`config.mk`:
```
export PLATFORM = sky130hd
export DESIGN_NAME = frame_ctrl_flat
export DESIGN_NICKNAME = d
export VERILOG_FILES = /design/src/rtl/frame_ctrl_pkg.sv /design/src/rtl/frame_ctrl_if.sv /design/src/rtl/frame_ctrl_sipo_shreg.sv /design/src/rtl/frame_ctrl.sv /design/src/flat_wrapper.sv
export SDC_FILE = /design/constraint.sdc
export NUM_CORES = 1
export LEC_CHECK = 0
export CAP_MARGIN = 25
export CELL_PAD_IN_SITES_DETAIL_PLACEMENT = 1
export CELL_PAD_IN_SITES_GLOBAL_PLACEMENT = 2
export CORE_MARGIN = 4
export CORE_UTILIZATION = 29
export DETAILED_ROUTE_END_ITERATION = 10
export PLACE_DENSITY_LB_ADDON = 0.15
export RECOVER_POWER = 25
export SLEW_MARGIN = 20
export SYNTH_ARGS = -nofsm -noshare
export SYNTH_HDL_FRONTEND = slang
export SYNTH_SLANG_ARGS = --single-unit
```
`constraint.sdc`:
```
create_clock -name clk -period 2.2 [get_ports clk]
set_clock_uncertainty 0.1 [all_clocks]
set_input_delay 0.44 -clock clk [delete_from_list [all_inputs] [get_ports clk]]
set_output_delay 0.44 -clock clk [all_outputs]
set_load 0.05 [all_outputs]
```
`src/rtl/frame_ctrl_pkg.sv`:
```
// frame_ctrl_pkg: shared types and constants for the serial frame header controller.
// Optional feature macro: FRAME_CTRL_PARITY_EN (adds an even-parity bit after the length field).
package frame_ctrl_pkg;

  typedef enum logic [2:0] {
    IDLE   = 3'd0,
    ADDR   = 3'd1,
    LEN    = 3'd2,
    PARITY = 3'd3,
    DATA   = 3'd4
  } state_t;

  localparam int ADDR_W_DEF = 2;
  localparam int LEN_W_DEF  = 8;

  localparam int START_W = 1;
`ifdef FRAME_CTRL_PARITY_EN
  localparam int PARITY_W = 1;
`else
  localparam int PARITY_W = 0;
`endif

  // Bit counter only has to reach the longer of the two header fields.
  function automatic int cnt_w(input int addr_w, input int len_w);
    int m;
    m = (addr_w > len_w) ? addr_w : len_w;
    return (m < 2) ? 1 : $clog2(m);
  endfunction

  function automatic int hdr_bits(input int addr_w, input int len_w);
    return START_W + addr_w + len_w + PARITY_W;
  endfunction

endpackage

```
`src/rtl/frame_ctrl_if.sv`:
```
// frame_ctrl_if: serial line in, downstream counter control out.
// Optional feature macro: FRAME_CTRL_PARITY_EN (adds the err pulse).
interface frame_ctrl_if
  import frame_ctrl_pkg::*;
#(
  parameter int ADDR_W = ADDR_W_DEF,
  parameter int LEN_W  = LEN_W_DEF
) ();

  logic              SI;
  logic              co;
  logic              ld;
  logic [LEN_W-1:0]  PI;
  logic              en_cnt;
  logic              en_tri;
  logic [ADDR_W-1:0] port_sel;
  logic              busy;
  logic              done;
`ifdef FRAME_CTRL_PARITY_EN
  logic              err;

  modport master (output SI, co,
                  input  ld, PI, en_cnt, en_tri, port_sel, busy, done, err);
  modport slave  (input  SI, co,
                  output ld, PI, en_cnt, en_tri, port_sel, busy, done, err);
`else
  modport master (output SI, co,
                  input  ld, PI, en_cnt, en_tri, port_sel, busy, done);
  modport slave  (input  SI, co,
                  output ld, PI, en_cnt, en_tri, port_sel, busy, done);
`endif

endinterface

```
`src/rtl/frame_ctrl_sipo_shreg.sv`:
```
// sipo_shreg: serial-in parallel-out shift register, MSB first, with sync clear.
// o_q_next exposes the value being written this cycle so a caller can use the
// completed word in the same cycle its last bit arrives.
module sipo_shreg #(
  parameter int W = 8
) (
  input  logic         clk,
  input  logic         rst,
  input  logic         i_shift_en,
  input  logic         i_clr,
  input  logic         i_sd,
  output logic [W-1:0] o_q,
  output logic [W-1:0] o_q_next
);

  logic [W-1:0] r_q;
  logic [W-1:0] w_shifted;

  if (W == 1) begin : g_one
    assign w_shifted = i_sd;
  end else begin : g_many
    assign w_shifted = {r_q[W-2:0], i_sd};
  end

  // Clear wins over shift; otherwise hold.
  always_comb begin
    o_q_next = r_q;
    if (i_clr)
      o_q_next = '0;
    else if (i_shift_en)
      o_q_next = w_shifted;
  end

  // Register the next value.
  always_ff @(posedge clk) begin
    if (rst)
      r_q <= '0;
    else
      r_q <= o_q_next;
  end

  assign o_q = r_q;

endmodule

```
`src/rtl/frame_ctrl.sv`:
```
// frame_ctrl: parses start/address/length header from SI, loads the downstream
// payload counter and enables it until its carry-out ends the frame.
// Optional feature macro: FRAME_CTRL_PARITY_EN (even parity over addr+len,
// one extra PARITY cycle, err pulse on mismatch).
//
// state  | meaning
// IDLE   | waiting for start bit (SI=0)
// ADDR   | shifting in the destination address
// LEN    | shifting in the length field; ld on its last bit when no parity
// PARITY | checking parity bit; ld if good, err and back to IDLE if bad
// DATA   | payload: en_cnt/en_tri high until downstream co
module frame_ctrl
  import frame_ctrl_pkg::*;
#(
  parameter int ADDR_W = ADDR_W_DEF,
  parameter int LEN_W  = LEN_W_DEF
) (
  input logic        clk,
  input logic        rst,
  frame_ctrl_if.slave bus
);

  localparam int CNT_W = cnt_w(ADDR_W, LEN_W);

  state_t            r_state;
  state_t            w_state_next;
  logic [CNT_W-1:0]  r_cnt;
  logic [ADDR_W-1:0] r_port_sel;
  logic              r_done;

  logic              w_start;
  logic              w_addr_shift;
  logic              w_len_shift;
  logic              w_addr_last;
  logic              w_len_last;
  logic              w_ld;
  logic [LEN_W-1:0]  w_pi;
  logic              w_en;
  logic              w_done_set;

  logic [ADDR_W-1:0] w_addr_q;
  logic [ADDR_W-1:0] w_addr_next;
  logic [LEN_W-1:0]  w_len_q;
  logic [LEN_W-1:0]  w_len_next;

`ifdef FRAME_CTRL_PARITY_EN
  logic              r_err;
  logic              w_err_set;
  logic              w_par_ok;

  // Even parity: address, length and the parity bit together hold an even number of ones.
  assign w_par_ok = ~^{w_addr_q, w_len_q, bus.SI};
`endif

  assign w_addr_last = (r_cnt == CNT_W'(ADDR_W - 1));
  assign w_len_last  = (r_cnt == CNT_W'(LEN_W - 1));

  sipo_shreg #(.W(ADDR_W)) u_addr_sr (
    .clk        (clk),
    .rst        (rst),
    .i_shift_en (w_addr_shift),
    .i_clr      (w_start),
    .i_sd       (bus.SI),
    .o_q        (w_addr_q),
    .o_q_next   (w_addr_next)
  );

  sipo_shreg #(.W(LEN_W)) u_len_sr (
    .clk        (clk),
    .rst        (rst),
    .i_shift_en (w_len_shift),
    .i_clr      (w_start),
    .i_sd       (bus.SI),
    .o_q        (w_len_q),
    .o_q_next   (w_len_next)
  );

  // Next-state and Moore/Mealy outputs.
  always_comb begin
    w_state_next = r_state;
    w_start      = 1'b0;
    w_addr_shift = 1'b0;
    w_len_shift  = 1'b0;
    w_ld         = 1'b0;
    w_pi         = w_len_q;
    w_en         = 1'b0;
    w_done_set   = 1'b0;
`ifdef FRAME_CTRL_PARITY_EN
    w_err_set    = 1'b0;
`endif
    unique case (r_state)
      IDLE: begin
        if (!bus.SI) begin
          w_start      = 1'b1;
          w_state_next = ADDR;
        end
      end
      ADDR: begin
        w_addr_shift = 1'b1;
        if (w_addr_last)
          w_state_next = LEN;
      end
      LEN: begin
        w_len_shift = 1'b1;
        if (w_len_last) begin
`ifdef FRAME_CTRL_PARITY_EN
          w_state_next = PARITY;
`else
          // Last length bit is still on SI, so present it through the bypass.
          w_ld         = 1'b1;
          w_pi         = w_len_next;
          w_state_next = DATA;
`endif
        end
      end
      PARITY: begin
`ifdef FRAME_CTRL_PARITY_EN
        if (w_par_ok) begin
          w_ld         = 1'b1;
          w_pi         = w_len_q;
          w_state_next = DATA;
        end else begin
          w_err_set    = 1'b1;
          w_state_next = IDLE;
        end
`else
        w_state_next = IDLE;
`endif
      end
      DATA: begin
        w_en = 1'b1;
        if (bus.co) begin
          w_done_set   = 1'b1;
          w_state_next = IDLE;
        end
      end
      default: w_state_next = IDLE;
    endcase
  end

  // State register.
  always_ff @(posedge clk) begin
    if (rst)
      r_state <= IDLE;
    else
      r_state <= w_state_next;
  end

  // Bit counter restarts on every state change.
  always_ff @(posedge clk) begin
    if (rst)
      r_cnt <= '0;
    else if (w_state_next != r_state)
      r_cnt <= '0;
    else
      r_cnt <= r_cnt + 1'b1;
  end

  // Capture the completed address as ADDR hands over to LEN.
  always_ff @(posedge clk) begin
    if (rst)
      r_port_sel <= '0;
    else if (r_state == ADDR && w_addr_last)
      r_port_sel <= w_addr_next;
  end

  // One-cycle done pulse after the co cycle.
  always_ff @(posedge clk) begin
    if (rst)
      r_done <= 1'b0;
    else
      r_done <= w_done_set;
  end

`ifdef FRAME_CTRL_PARITY_EN
  // One-cycle err pulse after a bad parity cycle.
  always_ff @(posedge clk) begin
    if (rst)
      r_err <= 1'b0;
    else
      r_err <= w_err_set;
  end

  assign bus.err = r_err;
`endif

  assign bus.ld       = w_ld;
  assign bus.PI       = w_pi;
  assign bus.en_cnt   = w_en;
  assign bus.en_tri   = w_en;
  assign bus.port_sel = r_port_sel;
  assign bus.busy     = (r_state != IDLE);
  assign bus.done     = r_done;

endmodule
```
`src/flat_wrapper.sv`:
```
// flat-port wrapper written by rule: the top's interface ports become plain ports
module frame_ctrl_flat import frame_ctrl_pkg::*;
#(
  parameter int ADDR_W = ADDR_W_DEF,
  parameter int LEN_W  = LEN_W_DEF
)
  (clk, rst, bus_SI, bus_co, bus_ld, bus_PI, bus_en_cnt, bus_en_tri, bus_port_sel, bus_busy, bus_done);
  frame_ctrl_if #(.ADDR_W(ADDR_W), .LEN_W(LEN_W)) bus_i ();
  input logic clk;
  input logic rst;
  input wire logic [$bits(bus_i.SI)-1:0] bus_SI;
  input wire logic [$bits(bus_i.co)-1:0] bus_co;
  output wire logic [$bits(bus_i.ld)-1:0] bus_ld;
  output wire logic [$bits(bus_i.PI)-1:0] bus_PI;
  output wire logic [$bits(bus_i.en_cnt)-1:0] bus_en_cnt;
  output wire logic [$bits(bus_i.en_tri)-1:0] bus_en_tri;
  output wire logic [$bits(bus_i.port_sel)-1:0] bus_port_sel;
  output wire logic [$bits(bus_i.busy)-1:0] bus_busy;
  output wire logic [$bits(bus_i.done)-1:0] bus_done;
  assign bus_i.SI = bus_SI;
  assign bus_i.co = bus_co;
  assign bus_ld = bus_i.ld;
  assign bus_PI = bus_i.PI;
  assign bus_en_cnt = bus_i.en_cnt;
  assign bus_en_tri = bus_i.en_tri;
  assign bus_port_sel = bus_i.port_sel;
  assign bus_busy = bus_i.busy;
  assign bus_done = bus_i.done;
  frame_ctrl #(.ADDR_W(ADDR_W), .LEN_W(LEN_W)) u_core (.clk(clk), .rst(rst), .bus(bus_i));
endmodule
```
==> impl_metrics.toml <==
[finish]
area_growth_pct = 53.6
diodes = 0
nets = 148
stdcell_count = 184
fillers = 376
layout-drive-gt1-share_pct = 40.7

[floorplan]
dieArea_mm2 = 0.00418
core_mm2 = 0.00305
io_pins = 19
start_util_pct = 30.5
die_h_um = 64.6
die_w_um = 64.6
rows = 20

[setup_path]
cp_max_fo = 4
crit_top_cell = "ha_4"
cp_top_family = "flip-flops"
end_kind = "primary output"
cp.arrival_ns = 1.70
crit_chain = "ha_4, ha_4, nand4bb_4, buf_6, mux2_4, buf_12"
crit_slowest_cell = "dfxtp_2"
cp.buffers_inverters = 2
cp.required_ns = 1.66
cpPeakStageDelay_ns = 0.37
critical_path_class = "flop to primary output"
cp-start-kind = "flop"

[clock_network]
numCtsBuffers = 3
clock_path_buffers = 2
clock_latency_ns = 0.29
clock_sinks = 18
clockRootBuffer = "clkbuf_4"
cts_hold_buffers = 0
htree_levels = 1
path_clk_slew_ns = 0.11
cts_tree = "yes"

[power]
leakage_uw = 0.000526
p_per_area_mw_per_mm2 = 467
p_total_uw = 666
ir_drop_uv = 231

[sta]
hold_violations = 0
finalSetupViolations = 2
worst_slew_margin_rel_pct = 54.8
holdWs_ns = 0.396
period_share_pct = 102
timing.fmax_mhz = 447
period_minus_slack_ns = 2.24
fin_ws_ns = -0.0360
worst_pin_slew_ns = 0.678
rsz0062_at_grt = "yes"
slew_violations = 0

[route]
drc = 0
via_per_inst = 4.64
wl_um = 2520
num_vias = 854
dr.pass1.iters = 4
drt_iter0_drc = 38
drtAntennaViolNets = 0
wl_per_cell_um = 13.7

[synthesis]
synth_nets = 118
ys.warnings.count = 0
synthTopCellsByArea = "dfxtp_1 (39%), mux2i_1 (7.5%), nand2_1 (6.5%)"
yosysSeqAreaShare_pct = 38.8
ys.flop_type = "dfxtp_1"
syn_area_per_cell_um2 = 8.38
synth.distinct_cells = 30
syn_area_um2 = 930
synth.largest_area_cell = "dfxtp_1"
yosysMostFrequentCell = "dfxtp_1"
synthCells = 111
yosys.area.top_type_share_pct = 38.8
synthArstFlopShare_pct = 0
ys_ff_latch = 18
synth_common_cells = "dfxtp_1 (18), nand2_1 (16), nor2_1 (11)"
synth_edf_count = 0

[place]
routabilityCongestion = 0.716
dp_hpwl_um = 1780
placedCellCount = 173
numPortBuffers = 18

[run_status]
outcome = "complete, but fails checks"
violations = "setup timing"

[grt]
grtUsageTotal_pct = 13.6
grt_max_degree = 11
grt_pass1_wl_um = 4410
overflow = 0
antenna_found_initial = 0
grt_pass1_vias = 942

[worst_hold_path]
hp-class = "flop to flop"

[run]
maxCapViolCount = 0
==> layer usage <==
layer / vias to the layer above / GRT usage [%] / wire length (µm) / share of wire (%)
met3: 2 / 4.51 / 80 / 3.2
met1: 406 / 15.6 / 1180 / 47
li1: 434 / - / - / -
met5: - / 0 / 0 / 0
met4: 0 / 3.17 / 18 / 0.71
met2: 12 / 24.2 / 1240 / 49
==> repair_timing <==
action | 4_1_cts | 5_1_grt
resized for setup | 17 | 28
cloned | 0 | 0
buffers inserted | 4 | 3
pin swaps | 2 | 14
setup endpoints to repair | 9 | 10
==> kinds of logic after synthesis <==
family,Yosys count,synth area share (%)
buffers and inverters,16,10.8
adders and majority gates,3,4.04
DFF,18,38.8
AOI/OAI and AO/OA,17,10.1
and+or+nand+nor,49,27.6
muxes,8,8.75
==> flip-flops by register name, summed over array words and instances (netlist names) <==
name,cells
u_core.u_addr_sr.o_q,1
u_core.r_state,3
u_core.u_len_sr.o_q,8
u_core.bus.port_sel,2
u_core.bus.done,1
u_core.r_cnt,3
==> layout make-up <==
class / instances / area, µm² / share of cell area [%]
Multi-Input combinational cell: 77 / 576 / 40.3
Timing Repair Buffer: 35 / 370 / 25.9
Sequential cell: 18 / 368 / 25.8
Tap cell: 44 / 55.1 / 3.86
Clock buffer: 4 / 36.3 / 2.54
Inverter: 6 / 22.5 / 1.58
==> stage by stage <==
stage | instance area [µm²] | util [%] | setup slack (ns) | TNS [ns]
after detailed placement | 1200 | 39.3 | -0.191 | -0.768
after global routing | 1430 | 46.8 | -0.127 | -0.351
after CTS | 1330 | 43.5 | -0.0742 | -0.227
final | 1430 | 46.8 | -0.0360 | -0.0619
after floorplan | 935 | - | -0.379 | -2.48
after global placement | 1200 | 39.3 | -0.134 | -0.629
==> cells in the final DEF, fill, tap and decap left out, drive strengths merged <==
cell type       n
ha              3
nor2           11
clkdlybuf4s15   1
clkbuf          6
nor4            3
and3b           1
or4             1
nand2b          3
a21oi           4
mux2i           7
nor2b           1
buf            27
a311oi          1
nand3           1
nand2          16
nand3b          1
mux2            1
or3b            1
dfxtp          18
nand4bb         1
nor3b           2
nor3            6
clkdlybuf4s50   5
o21ai          10
nand4           1
inv             6
a22oi           2
==> power breakdown <==
group / switching, µW / internal, µW
Clock: 108 / 101
Sequential: 9.19 / 335
Combinational: 64.5 / 48.9
==> worst reg2reg max path, stage by stage, from the launching register on <==
cell and delay (ns):
dfxtp_1 0.36, clkbuf_1 0.21, nor3b_1 0.24, clkbuf_1 0.55, mux2i_1 0.28, nor2_1 0.05
==> final timing paths <==
path | from | to | slack, ns | cells past startpoint
worst min-delay path | u_core.bus.port_sel[1] | u_core.bus.port_sel[1] | 0.40 | 2
worst min register to register | u_core.bus.port_sel[1] | u_core.bus.port_sel[1] | 0.40 | 2
worst max-delay path | u_core.r_cnt[1] | bus_PI[0] | -0.04 | 6
worst max register to register | u_core.r_state[0] | u_core.u_len_sr.o_q[1] | 0.32 | 5
Power figures use the tool's default switching activity.
